$ cat src/rtl/fila_pkg.sv
// Shared defaults, widths and enqueue FSM states for the fila queue.
`timescale 1ns/1ps
package fila_pkg;

    localparam int unsigned DATA_W_DEF = 8;
    localparam int unsigned DEPTH_DEF  = 8;
    localparam int unsigned PTR_W_DEF  = $clog2(DEPTH_DEF);
    localparam int unsigned LEN_W      = 8;

    typedef enum logic [1:0] {
        IDLE    = 2'd0,
        CAPTURE = 2'd1,
        RELEASE = 2'd2
    } enq_state_t;

endpackage

$ cat src/rtl/fila_mem.sv
// DEPTH x DATA_W register array: one synchronous write port, one combinational read port.
`timescale 1ns/1ps
module fila_mem #(
    parameter int unsigned DATA_W = 8,
    parameter int unsigned DEPTH  = 8,
    parameter int unsigned PTR_W  = 3
) (
    input  logic              clk,
    input  logic              we,
    input  logic [PTR_W-1:0]  waddr,
    input  logic [DATA_W-1:0] wdata,
    input  logic [PTR_W-1:0]  raddr,
    output logic [DATA_W-1:0] rdata
);

    logic [DATA_W-1:0] mem [DEPTH];

    always_ff @(posedge clk) begin
        if (we) begin
            mem[waddr] <= wdata;
        end
    end

    assign rdata = mem[raddr];

endmodule

$ cat src/rtl/fila.sv
// FIFO queue with level-handshake enqueue FSM and edge-triggered dequeue.
// Define FILA_PEEK_EN to make data_out track the head element continuously.
`timescale 1ns/1ps
module fila
    import fila_pkg::*;
#(
    parameter int unsigned DATA_W = DATA_W_DEF,
    parameter int unsigned DEPTH  = DEPTH_DEF
) (
    input  logic              clk_10KHz,
    input  logic              reset,
    input  logic [DATA_W-1:0] data_in,
    input  logic              enqueue_in,
    input  logic              dequeue_in,
    output logic [DATA_W-1:0] data_out,
    output logic [LEN_W-1:0]  len_out
);

    localparam int unsigned PTR_W = (DEPTH > 1) ? $clog2(DEPTH) : 1;
    localparam logic [LEN_W-1:0] LEN_FULL = LEN_W'(DEPTH);

    enq_state_t        state, state_nx;
    logic              capture_c;
    logic [PTR_W-1:0]  head, tail, head_nx, raddr_c;
    logic [LEN_W-1:0]  len_nx;
    logic              deq_prev;
    logic              empty_c, full_c, deq_c, wr_c;
    logic [DATA_W-1:0] rd_data;

    always_ff @(posedge clk_10KHz or posedge reset) begin
        if (reset) begin
            state <= IDLE;
        end else begin
            state <= state_nx;
        end
    end

    // One write per high level of enqueue_in; RELEASE waits for it to drop.
    always_comb begin
        state_nx  = state;
        capture_c = 1'b0;
        case (state)
            IDLE:    if (enqueue_in) state_nx = CAPTURE;
            CAPTURE: begin
                capture_c = 1'b1;
                state_nx  = RELEASE;
            end
            RELEASE: if (!enqueue_in) state_nx = IDLE;
            default: state_nx = IDLE;
        endcase
    end

    // Dequeue is resolved before the write, so a full queue still accepts a write on a dequeue edge.
    assign empty_c = (len_out == '0);
    assign full_c  = (len_out == LEN_FULL);
    assign deq_c   = dequeue_in && !deq_prev && !empty_c;
    assign wr_c    = capture_c && (!full_c || deq_c);

    always_comb begin
        head_nx = deq_c ? head + PTR_W'(1) : head;
        len_nx  = len_out;
        if (wr_c && !deq_c) begin
            len_nx = len_out + LEN_W'(1);
        end else if (deq_c && !wr_c) begin
            len_nx = len_out - LEN_W'(1);
        end
    end

`ifdef FILA_PEEK_EN
    assign raddr_c = head_nx;
`else
    assign raddr_c = head;
`endif

    fila_mem #(
        .DATA_W (DATA_W),
        .DEPTH  (DEPTH),
        .PTR_W  (PTR_W)
    ) u_mem (
        .clk   (clk_10KHz),
        .we    (wr_c),
        .waddr (tail),
        .wdata (data_in),
        .raddr (raddr_c),
        .rdata (rd_data)
    );

    always_ff @(posedge clk_10KHz or posedge reset) begin
        if (reset) begin
            head     <= '0;
            tail     <= '0;
            len_out  <= '0;
            deq_prev <= 1'b0;
            data_out <= '0;
        end else begin
            deq_prev <= dequeue_in;
            head     <= head_nx;
            len_out  <= len_nx;
            if (wr_c) begin
                tail <= tail + PTR_W'(1);
            end
`ifdef FILA_PEEK_EN
            // Writing into an empty queue makes the incoming word the new head.
            if (len_nx == '0) begin
                data_out <= '0;
            end else if (empty_c) begin
                data_out <= data_in;
            end else begin
                data_out <= rd_data;
            end
`else
            if (deq_c) begin
                data_out <= rd_data;
            end
`endif
        end
    end

endmodule

$ cat config.mk
export PLATFORM = sky130hd
export DESIGN_NAME = fila
export DESIGN_NICKNAME = d
export VERILOG_FILES = /design/src/rtl/fila_pkg.sv /design/src/rtl/fila_mem.sv /design/src/rtl/fila.sv
export SDC_FILE = /design/constraint.sdc
export NUM_CORES = 1
export LEC_CHECK = 0
export ABC_AREA = 1
export CORE_MARGIN = 8
export CORE_UTILIZATION = 45
export DETAILED_ROUTE_END_ITERATION = 7
export PLACE_DENSITY_LB_ADDON = 0.15
export SYNTH_ARGS = -nofsm -noshare
export SYNTH_HDL_FRONTEND = slang
export SYNTH_SLANG_ARGS = --single-unit
$ cat constraint.sdc
create_clock -name clk_10KHz -period 2.21 [get_ports clk_10KHz]
set_clock_uncertainty 0.05 [all_clocks]
set_input_delay 0.5525 -clock clk_10KHz [delete_from_list [all_inputs] [get_ports clk_10KHz]]
set_output_delay 0.5525 -clock clk_10KHz [all_outputs]
set_load 0.02 [all_outputs]
Word-level counts from Yosys, hierarchy flattened. Memory sizes are Yosys's and may differ from the RTL's. A register that Yosys moved wholly into a read port is not among the register bits. Index checks and enable logic that the tools add are counted.

Flip-flop bits (word level): 17. Bits in writable memories: 64. Input bits: 12. Memories: 1.

Memories: u_mem.mem (depth 8, bits a word 8, read ports 1, clocked after Yosys merged registers in 1, wr ports 1, RTL line fila_mem.sv:16) `logic [DATA_W-1:0] mem [DEPTH];`.

Add/sub/neg operators: 4. Equal/unequal tests: 5. Mux-type cells: 8. Reduce and logical (&&, ||, !) cells: 15.

Operator list (count): 8-bit two-way mux (2); 8-bit by 1-bit adder with 8-bit output (second input constant) (1); 8-bit by 4-bit == test with 1-bit output (second input constant) (1); 8-bit logical NOT (1); 8-bit by 1-bit subtractor with 8-bit output (second input constant) (1); 3-bit by 1-bit adder with 3-bit output (second input constant) (2); 2-bit one-hot mux with 3 select lines (1); 1-bit logical AND (5); 1-bit logical NOT (5); 2-bit two-way mux (2); 2-bit != test (second input constant) (2); 1-bit two-way mux (3); 2-bit by 1-bit == test with 1-bit output (second input constant) (1); 2-bit == test (second input constant) (1); 2-bit logical NOT (1); 2-bit AND reduction (1); 2-bit nonzero test (1); 1-bit logical OR (1).

Depth between registers and ports, before layout. Gate-level depths: netlist of the first run.

Word-level depth: 9. Mapped depth: 16.

By module. A second synthesis of the first run with hierarchy kept.

Cell total of the unflattened synthesis: 469. Area total of the unflattened synthesis: 4337.9 µm².

By module, submodules not included: fila_mem (instances 1, cells each 295, area an instance 2890.3 µm²); fila (instances 1, cells each 174, area an instance 1447.6 µm²).

Worst setup path before layout of the first run. No wires, ideal clock.

Kind: register to register. Start point: register len_out[6]. End point: register len_out[7]. Arrival: 2391 ps. Required time: 2042 ps. Setup slack: -348 ps. Stages on the path, launching flop included: 15. Path buffers: 0. Period minus slack after synthesis: 2558 ps. Cell sequence: dfrtp_1 nor2_1 nand2_1 o21ai_4 nand2_4 nand2_8 inv_1 ha_1 inv_1 ha_1 or2_2 nand3_1 nand3_1 nand3_1 nand2_1.

Longest elaborated chain between the ends: 8. Elaborated cells on any way between the ends: 16. Those cells by class: add/sub (2); eq/ne (1); mux (2); reduce/logical (11).

RTL lines: start: declaration (RTL line fila.sv:16) `output logic [LEN_W-1:0] len_out`; start signal: assignment (RTL line fila.sv:98) `len_out <= len_nx;`; 8-bit logical NOT (RTL line fila.sv:54) `assign empty_c = (len_out == '0);`; 1-bit logical NOT (RTL line fila.sv:56) `assign deq_c = dequeue_in && !deq_prev && !empty_c;`; 1-bit logical AND (RTL line fila.sv:56); 1-bit logical OR (*) (RTL line fila.sv:57) `assign wr_c = capture_c && (!full_c || deq_c);`; 1-bit logical AND (*) (RTL line fila.sv:57); named net u_mem.we (RTL line fila_mem.sv:9) `input logic we,`; 1-bit logical NOT (RTL line fila.sv:64) `end else if (deq_c && !wr_c) begin`; 1-bit logical AND (RTL line fila.sv:64); 2-bit nonzero test (no line).

The timed path passes the listed nets; every way through them passes the cells marked *. The select of a mux whose other input is x is not followed. A chain may end at the register's enable or synchronous reset.

Worst setup path in the final report of the first run.
Start point: register len_out[2]. End point: register len_out[6].

Same word-level chain as after synthesis.

==> flow_metrics.py, run 1 <==
metrics = {
    "run_status": {
        "outcome": "finished, violations left",
        "violations": "negative setup slack",
    },
    "cts": {
        "cts_tree": "yes",
        "clk_latency_ns": 0.35,
        "cts_sinks": 89,
        "numCtsBuffers": 9,
        "cts_max_level": 3,
        "clk_pin_slew_worst_paths_ns": 0.09,
        "cts-root-buf": "clkbuf_8",
        "cts_hold_buf": 0,
        "clockBufferDepth": 2,
    },
    "sta": {
        "slew_viol_final": 0,
        "slew_headroom_pct": 66.0,
        "timing.hold.ws_ns": 0.391,
        "finalSetupViolCount": 6,
        "max_freq_mhz": 420,
        "fin_ws_ns": -0.173,
        "rsz0062_at_grt": "yes",
        "finalCritPeriodShare_pct": 108,
        "finalCriticalPeriod_ns": 2.38,
        "worst_slew_pin_slew_ns": 0.510,
        "finalHoldViolCount": 0,
    },
    "logic_synthesis": {
        "synth-seq-cells": 89,
        "synth_ff_type": "edfxtp_1",
        "synthAdderAreaFrac_pct": 3.34,
        "synthMuxAreaShare_pct": 0,
        "synth-simple-area-share_pct": 21.2,
        "syn_area_sq_um": 3970,
        "yosys_warnings": 0,
        "synth_compound_area_share_pct": 5.86,
        "postSynthCellCount": 381,
        "synthXorXnorAreaFrac_pct": 1.10,
        "synth_nets": 403,
        "synth_top_family_by_area": "simple AND/OR/NAND/NOR gates",
        "synth_edf_count": 64,
        "synth.avg_cell_area_sq_um": 10.4,
        "ys_seq_area_share_pct": 64.1,
        "netlist-cell-type-count": 32,
        "async_reset_ff_share_pct": 28.1,
    },
    "route": {
        "via_count": 2779,
        "drtPass1Iterations": 4,
        "antenna_left": 0,
        "post-route-drc-count": 0,
        "drt_iter0_markers": 180,
        "wl_per_cell_microns": 15.4,
        "finalWirelength_microns": 8690,
        "vias_per_cell": 4.93,
    },
    "setup_path": {
        "critPathMaxFanout": 3,
        "startpoint": "len_out[2]",
        "endpoint_kind": "register",
        "critical_path.startpoint_type": "register",
        "r2r_setup_slack_ns": -0.17,
        "critical_path_class": "reg2reg",
        "critPathArrivalTime_ns": 2.58,
        "cp.required_ns": 2.41,
        "reg2reg_from": "len_out[2]",
    },
    "floorplanning": {
        "core_area_sq_um": 8640,
        "core.rowCount": 34,
        "initial_utilization_pct": 46.0,
        "die_w_microns": 110,
        "fp.dieArea_sq_um": 12100,
        "die_h_microns": 110,
        "ios": 28,
    },
    "global_routing": {
        "grt_use_met1_pct": 21.0,
        "globalRouteMet2Util_pct": 24.4,
        "grt_overflow": 0,
        "use_met3_pct": 2.75,
        "grt_pass1_vias": 2771,
        "grt_pass1_wl_microns": 14100,
        "grt_usage_pct": 15.6,
        "grt-busiest-layer": "met2",
        "antenna_found_initial": 0,
        "grt_max_degree": 34,
    },
    "layout": {
        "final_common_cell": "nor2_1",
        "final_nets": 473,
        "area_growth_syn_to_layout_pct": 27.6,
        "drive_gt1_share_pct": 24.6,
        "stdcell_count": 564,
        "diodes": 0,
        "mostFrequentLayoutCells": "nor2_1 (78), edfxtp_1 (64), nand2_1 (51), buf_4 (41), nand3_1 (37)",
    },
    "placement": {
        "placedCellCount": 539,
        "dp_hpwl_microns": 5910,
        "globalplace.congestion": 0.786,
        "portBuffers": 27,
    },
    "job": {
        "maxCapViolations": 0,
    },
    "power_and_ir_drop": {
        "cellPowerDensity_nw_per_um2": 1380,
        "p_leak_nw": 2.02,
        "ir_drop_uv": 949,
    },
    "min_path": {
        "worstHoldPathType": "in2reg",
        "hp-start": "dequeue_in",
    },
}
-- path summary, 6_finish.rpt --
path	end	cells past startpoint
hold reg to reg	data_out[2]	2
min in group asynchronous	data_out[7]	3
max in group asynchronous	len_out[4]	3
hold / removal	deq_prev	1
setup / recovery	len_out[6]	17
setup reg to reg	len_out[6]	17
-- report_power, final --
group          leakage [nW]  internal (mW)  switching [mW]
registers             0.876           2.12           0.282
logic                  1.05           1.56            1.89
clock network        0.0954          0.539           0.583
total                  2.02           4.22            2.75
-- flip-flops by register name, summed over array words and instances (netlist names) --
signal and cells:
data_out 8, deq_prev 1, head 3, len_out 8, state 2, tail 3, u_mem.mem 64
-- synth_stat cells, drive strengths merged (3+ instances only) --
cell | count | share of area, %
xor2 | 3 | 0.66
edfxtp | 64 | 48
clkbuf | 3 | 0.35
ha | 9 | 2.8
nor2 | 86 | 8.4
buf | 11 | 1.6
o21ai | 40 | 5.3
dfrtp | 25 | 16
a21oi | 3 | 0.38
inv | 25 | 2.4
nand3 | 39 | 5.0
nand2 | 64 | 6.9
-- layer usage --
| layer | vias to the layer above | part of all wire, % |
|---|---|---|
| li1 | 1413 | - |
| met1 | 1315 | 48 |
| met2 | 44 | 47 |
| met3 | 7 | 4.5 |
| met4 | 0 | 0.84 |
| met5 | - | 0 |
-- through the flow --
stage | setup WS, ns | total power, mW | instance area (sq um) | setup TNS (ns) | util (%)
2_1_floorplan | -0.103 | 4.43 | 4080 | -0.397 | -
3_3_place_gp | -0.550 | 5.53 | 4700 | -14.09 | 54.4
3_5_place_dp | -0.598 | 5.59 | 4700 | -15.30 | 54.4
5_1_grt | -0.299 | 7.49 | 5070 | -1.41 | 58.7
4_1_cts | -0.164 | 6.85 | 5010 | -0.742 | 58.1
6_report | -0.173 | 6.97 | 5070 | -0.749 | 58.7
-- worst max-delay path: stages (launching register included) --
cell and delay (ns):
dfrtp_2 0.44, nor2_4 0.12, nand2_2 0.08, o21ai_4 0.22, nand2_4 0.10, nand2_8 0.07
inv_4 0.03, ha_4 0.16, buf_12 0.12, fa_2 0.33, inv_2 0.07, nand2_2 0.06
nand2_2 0.07, nand3b_1 0.10, nand2_1 0.08, nand2_1 0.05, nand3_1 0.06, nand2_1 0.05
-- cell type report --
type	instances	area [sq um]
Inverter	25	111
Clock buffer	10	128
Clock inverter	6	73.8
Sequential cell	89	2560
Timing Repair Buffer	73	659
Fill cell	730	3570
Tap cell	108	135
Multi-Input combinational cell	253	1410
-- timing repair --
| action | CTS | global route |
|---|---|---|
| endpoints found under the hold margin | 0 | 0 |
| pin swaps | 15 | 17 |
| setup endpoints to repair | 6 | 6 |
| gates resized for setup | 11 | 16 |
| setup buffers | 9 | 1 |
-- logic make-up after synthesis --
group	after synthesis
and+or+nand+nor	194
DFF	89
AOI/OAI and AO/OA	44
buffers and inverters	39
adders and majority gates	10
xor gates and xnor gates	5
(Power assumes the default switching activity.)
==> inputs of run 2 (changes only) <==
Settings changed: SETUP_SLACK_MARGIN set to 0.5.
==> run 2 against run 1 <==
  * The flow still finishes with violations (negative setup slack)
  * Register-to-register slack better by 0.09 ns
  * Setup slack better by 0.092 ns
  * Final cell count up 0.18%
  * Maximum frequency up 4.0%
  * Final area up 1.7%
  * Routed wire length up 4.1%
  * Core utilization up 0.99 points
  * Power up 1.2%
  * Via count up 3.6%
  * Sequential share of layout area down 0.83 points
  * Critical endpoint is now len_out[5]
  * Highest routed layer unchanged
==> flow_metrics.py, run 2 (same netlist as run 1, synthesis figures left out) <==
metrics = {
    "sta": {
        "finalCritPeriodShare_pct": 104,
        "max_freq_mhz": 437,
        "finalHoldViolCount": 0,
        "slew_viol_final": 0,
        "fin_tns_setup_ns": -0.185,
        "finalCriticalPeriod_ns": 2.29,
        "slew_headroom_pct": 68.1,
        "finalSetupViolCount": 4,
        "rsz0062_at_grt": "yes",
        "fin_ws_ns": -0.0804,
        "worst_slew_pin_slew_ns": 0.477,
    },
    "cts": {
        "clk_pin_slew_worst_paths_ns": 0.10,
        "clockBufferDepth": 2,
        "cts_sinks": 89,
        "cts_tree": "yes",
        "numCtsBuffers": 9,
        "cts-root-buf": "clkbuf_8",
        "cts_max_level": 3,
        "clk_latency_ns": 0.37,
    },
    "layout": {
        "final_common_cell": "nor2_1",
        "mostFrequentLayoutCells": "nor2_1 (71), edfxtp_1 (64), nand2_1 (47), nand3_1 (35), buf_4 (32)",
        "top_register": "u_mem.mem",
        "largest_reg_flops": 64,
        "stdcell_count": 565,
        "fillCellCount": 715,
        "area_growth_syn_to_layout_pct": 29.8,
        "diodes": 0,
        "drive_gt1_share_pct": 29.8,
        "top_regs": "u_mem.mem: 64 flops, data_out: 8 flops, len_out: 8 flops",
        "final_nets": 474,
    },
    "global_routing": {
        "grt_pass1_vias": 2791,
        "grt_max_degree": 34,
        "antenna_found_initial": 0,
        "grt_usage_pct": 15.8,
        "grt_pass1_wl_microns": 14200,
        "grt_overflow": 0,
    },
    "job": {
        "maxCapViolations": 0,
    },
    "floorplanning": {
        "die_h_microns": 110,
        "ios": 28,
        "fp.dieArea_sq_um": 12100,
        "core.rowCount": 34,
        "die_w_microns": 110,
        "initial_utilization_pct": 46.0,
        "core_area_sq_um": 8640,
    },
    "run_status": {
        "violations": "negative setup slack",
        "outcome": "finished, violations left",
    },
    "route": {
        "antenna_left": 0,
        "wl_per_cell_microns": 16.0,
        "drt_iter0_markers": 180,
        "finalWirelength_microns": 9050,
        "post-route-drc-count": 0,
        "drtPass1Iterations": 4,
        "vias_per_cell": 5.10,
        "via_count": 2880,
    },
    "power_and_ir_drop": {
        "ir_drop_uv": 790,
        "p_leak_nw": 2.05,
        "cellPowerDensity_nw_per_um2": 1370,
    },
    "setup_path": {
        "startpoint": "len_out[1]",
        "crit_cells": 14,
        "crit_path_cell_trace": "nor2_2 -> nand2_2 -> o21ai_4 -> nand2_4 -> nand2_8 -> inv_4 -> ha_4 -> inv_8 -> ha_4 -> or2_4 -> nand3b_1 -> nand3_1 -> nand3_1 -> nand2_1",
        "cp.required_ns": 2.43,
        "critPathArrivalTime_ns": 2.51,
        "reg2reg_from": "len_out[1]",
        "endpoint_kind": "register",
        "critPathSlowestCell": "dfrtp_2",
        "crit_family": "simple AND/OR/NAND/NOR gates",
        "worst_path_largest_cell_delay_ns": 0.42,
        "critical_path_class": "reg2reg",
        "critPathBufInv": 2,
        "critical_path.startpoint_type": "register",
        "critPathMaxFanout": 6,
        "rr_worst_depth": 14,
    },
    "min_path": {
        "worstHoldPathType": "in2reg",
        "hp-start": "dequeue_in",
        "whs_path_depth": 1,
    },
    "placement": {
        "portBuffers": 27,
        "dp_hpwl_microns": 5930,
        "globalplace.congestion": 0.787,
        "placedCellCount": 538,
    },
}
[run 2: cell count changes in the layout (fill, tap and decap cells not counted), moves of 2 or more]
cell | previous run | this run
buf_6 | 2 | 17
nand3_1 | 37 | 35
nor2_1 | 78 | 71
nand3_4 | 0 | 2
buf_8 | 0 | 2
clkinv_4 | 0 | 2
clkbuf_2 | 0 | 2
clkdlybuf4s50_1 | 26 | 10
nor2_2 | 4 | 10
nand2_1 | 51 | 47
clkdlybuf4s15_1 | 0 | 6
nand2_2 | 11 | 15
buf_4 | 41 | 32
[run 2: report_power, final]
| group | leakage [nW] | total (mW) | switching, mW | internal [mW] |
|---|---|---|---|---|
| Sequential | 0.876 | 2.37 | 0.256 | 2.12 |
| Clock | 0.0892 | 1.02 | 0.606 | 0.418 |
| Combinational | 1.08 | 3.66 | 2.05 | 1.61 |
| Total | 2.05 | 7.06 | 2.91 | 4.15 |
[run 2: layer usage]
metal  vias to the layer above  wire length [microns]  global-route usage [%]
li1                       1417                      -                       -
met1                      1389                   4050                    21.8
met2                        61                   4250                    23.6
met3                        13                    589                    4.57
met4                         0                    158                    4.82
met5                         -                      0                       0
[run 2: worst paths after layout]
path,slack (ns),to
max,-0.08,len_out[5]
min,0.38,deq_prev
max reg2reg,-0.08,len_out[5]
min reg2reg,0.44,data_out[2]
max in group asynchronous,1.34,len_out[6]
min in group asynchronous,0.48,data_out[5]
[run 2: stage by stage]
| step | power [mW] | hold slack, ns | setup slack (ns) | instance area [sq um] | utilization (%) |
|---|---|---|---|---|---|
| floorplan | 4.47 | 0.439 | -0.102 | 4110 | - |
| global placement | 5.56 | 0.416 | -0.523 | 4740 | 54.8 |
| detailed placement | 5.61 | 0.418 | -0.591 | 4740 | 54.8 |
| CTS | 6.67 | 0.376 | -0.0730 | 4960 | 57.5 |
| global route | 7.57 | 0.373 | -0.139 | 5150 | 59.7 |
| finish | 7.06 | 0.383 | -0.0804 | 5150 | 59.7 |
[run 2: layout make-up]
cell class,instances,area (sq um),area share [%]
flip-flops and latches,89,2560,49.6
multi-input cells,253,1470,28.6
repair buffers,74,706,13.7
well taps,108,135,2.62
clock buffers,9,124,2.40
inverters,25,106,2.06
clock inverters,7,53.8,1.04
[run 2: timing repair]
item | 4_1_cts | 5_1_grt
setup endpoints to repair | 89 | 88
hold buffers | 0 | 0
buffers inserted | 4 | 7
resized for setup | 64 | 50
pin swaps | 13 | 15
==> inputs of run 3 (changes only) <==
--- a/constraint.sdc
+++ b/constraint.sdc
@@ -4,2 +4,2 @@
 set_output_delay 0.5525 -clock clk_10KHz [all_outputs]
-set_load 0.02 [all_outputs]
+set_load 0.1 [all_outputs]
==> run 3 against run 2 <==
  * Combinational power increased by 39%
  * Final cell count increased by 2.7%
  * The flow still finishes with violations (negative setup slack)
  * Largest cell class unchanged
  * Critical path depth is the same
  * Hold slack improved by 0.023 ns
  * Via count increased by 2.4%
  * Largest power group unchanged
  * Clock power increased by 9%
==> flow_metrics.py, run 3 (same netlist as run 1, synthesis figures left out) <==
metrics = {
    "setup_path": {
        "critPathMaxFanout": 6,
        "crit_family": "simple AND/OR/NAND/NOR gates",
        "critPathBufInv": 2,
        "critical_path_class": "reg2reg",
        "critPathSlowestCell": "dfrtp_4",
        "rr_worst_depth": 14,
        "cp.required_ns": 2.41,
        "reg2reg_from": "len_out[2]",
        "timing.rr.end": "len_out[5]",
        "critical_path.startpoint_type": "register",
        "critPathArrivalTime_ns": 2.50,
        "r2r_setup_slack_ns": -0.09,
        "endpoint_kind": "register",
        "startpoint": "len_out[2]",
        "crit_path_cell_trace": "nor2_2 -> nand2_2 -> o21ai_4 -> nand2_4 -> nand2_8 -> inv_4 -> ha_4 -> inv_8 -> ha_4 -> or2_4 -> nand3b_1 -> nand3_1 -> nand3_1 -> nand2_1",
        "worst_path_largest_cell_delay_ns": 0.51,
    },
    "cts": {
        "cts_tree": "yes",
        "numCtsBuffers": 9,
        "cts_hold_buf": 0,
        "cts_max_level": 3,
        "cts_sinks": 89,
        "clk_latency_ns": 0.35,
        "clockBufferDepth": 2,
        "cts-root-buf": "clkbuf_8",
        "clk_pin_slew_worst_paths_ns": 0.09,
    },
    "sta": {
        "finalCritPeriodShare_pct": 104,
        "rsz0062_at_grt": "yes",
        "slew_headroom_pct": 75.1,
        "finalSetupViolCount": 6,
        "finalHoldViolCount": 0,
        "slew_viol_final": 0,
        "fin_ws_ns": -0.0896,
        "worst_slew_pin_slew_ns": 0.372,
        "max_freq_mhz": 435,
        "finalCriticalPeriod_ns": 2.30,
    },
    "route": {
        "vias_per_cell": 5.09,
        "wl_per_cell_microns": 16.2,
        "antenna_left": 0,
        "drtPass1Iterations": 4,
        "drt_iter0_markers": 197,
        "post-route-drc-count": 0,
        "via_count": 2950,
        "finalWirelength_microns": 9410,
    },
    "floorplanning": {
        "initial_utilization_pct": 46.0,
        "ios": 28,
        "fp.dieArea_sq_um": 12100,
        "die_h_microns": 110,
        "core_area_sq_um": 8640,
        "die_w_microns": 110,
        "core.rowCount": 34,
    },
    "run_status": {
        "violations": "negative setup slack",
        "outcome": "finished, violations left",
    },
    "placement": {
        "place_area_sq_um": 4850,
        "dp_hpwl_microns": 6160,
        "portBuffers": 27,
        "placedCellCount": 547,
        "globalplace.congestion": 0.830,
        "dp_slack_ns": -0.611,
    },
    "job": {
        "maxCapViolations": 0,
    },
    "power_and_ir_drop": {
        "cellPowerDensity_nw_per_um2": 1590,
        "p_leak_nw": 2.18,
        "ir_drop_uv": 762,
        "total_power_mw": 8.62,
    },
    "global_routing": {
        "grt_usage_pct": 16.5,
        "grt_overflow": 0,
        "antenna_found_initial": 0,
        "grt_pass1_wl_microns": 14900,
        "grt_max_degree": 34,
        "grt_pass1_vias": 2929,
    },
    "min_path": {
        "min_to": "deq_prev",
        "worstHoldPathType": "in2reg",
        "whs_path_depth": 1,
        "hp-start": "dequeue_in",
    },
    "layout": {
        "top_regs": "u_mem.mem: 64 flops, data_out: 8 flops, len_out: 8 flops",
        "stdcell_count": 580,
        "diodes": 0,
        "area_growth_syn_to_layout_pct": 36.8,
        "final_common_cell": "nor2_1",
        "mostFrequentLayoutCells": "nor2_1 (70), edfxtp_1 (64), nand2_1 (49), buf_4 (41), nand3_1 (36)",
        "drive_gt1_share_pct": 33.1,
        "top_register": "u_mem.mem",
        "post-route-cell-area_sq_um": 5430,
        "largest_reg_flops": 64,
        "final_nets": 489,
    },
}
[run 3: cell types whose count changed in the layout (fill, tap and decap cells not counted), sizes merged]
cell | before | now
clkbuf | 11 | 10
bufinv | 0 | 1
inv | 27 | 26
clkinv | 4 | 2
clkdlybuf4s15 | 6 | 0
buf | 55 | 78
clkinvlp | 1 | 2
[run 3: area by class of cell]
type                    instances  area, sq um
clock buffers                  10          128
clock inverters                 6         66.3
fillers                       705         3200
inverters                      25          109
multi-input cells             253         1490
flip-flops and latches         89         2580
well taps                     108          135
repair buffers                 89          925
[run 3: power breakdown]
group	internal, mW	switching (mW)
combinational	2.01	3.07
clock	0.527	0.587
sequential	2.16	0.265
total	4.70	3.92
[run 3: layer usage]
metal  global-route usage (%)  up-vias  part of all wire, %
met3                     3.58        6                  4.8
met2                     26.8       66                   50
met5                        0        -                    0
met4                     5.50        0                 0.92
met1                     21.3     1427                   45
li1                         -     1451                    -
[run 3: metrics by stage]
| stage | TNS, ns | hold slack, ns | util (%) |
|---|---|---|---|
| finish | -0.407 | 0.407 | 62.9 |
| global route | -1.12 | 0.378 | 62.9 |
| CTS | -0.448 | 0.382 | 61.8 |
| detailed placement | -13.69 | 0.418 | 56.2 |
| global placement | -11.66 | 0.416 | 56.2 |
| floorplan | -1.32 | 0.439 | - |
[run 3: worst max path at each step]
stage | endpoint | slack (ns) | depth (start not counted)
after detailed placement | len_out[7] | -0.61 | 16
after global placement | len_out[7] | -0.53 | 17
after CTS | len_out[6] | -0.1 | 16
final | len_out[5] | -0.09 | 14
after global routing | len_out[5] | -0.20 | 14
after floorplan | len_out[5] | -0.27 | 14
[run 3: timing repair]
action / 4_1_cts / 5_1_grt
buffers inserted: 14 / 3
cloned: 0 / 0
setup endpoints to repair: 81 / 85
pin swaps: 13 / 13
resized for setup: 54 / 21
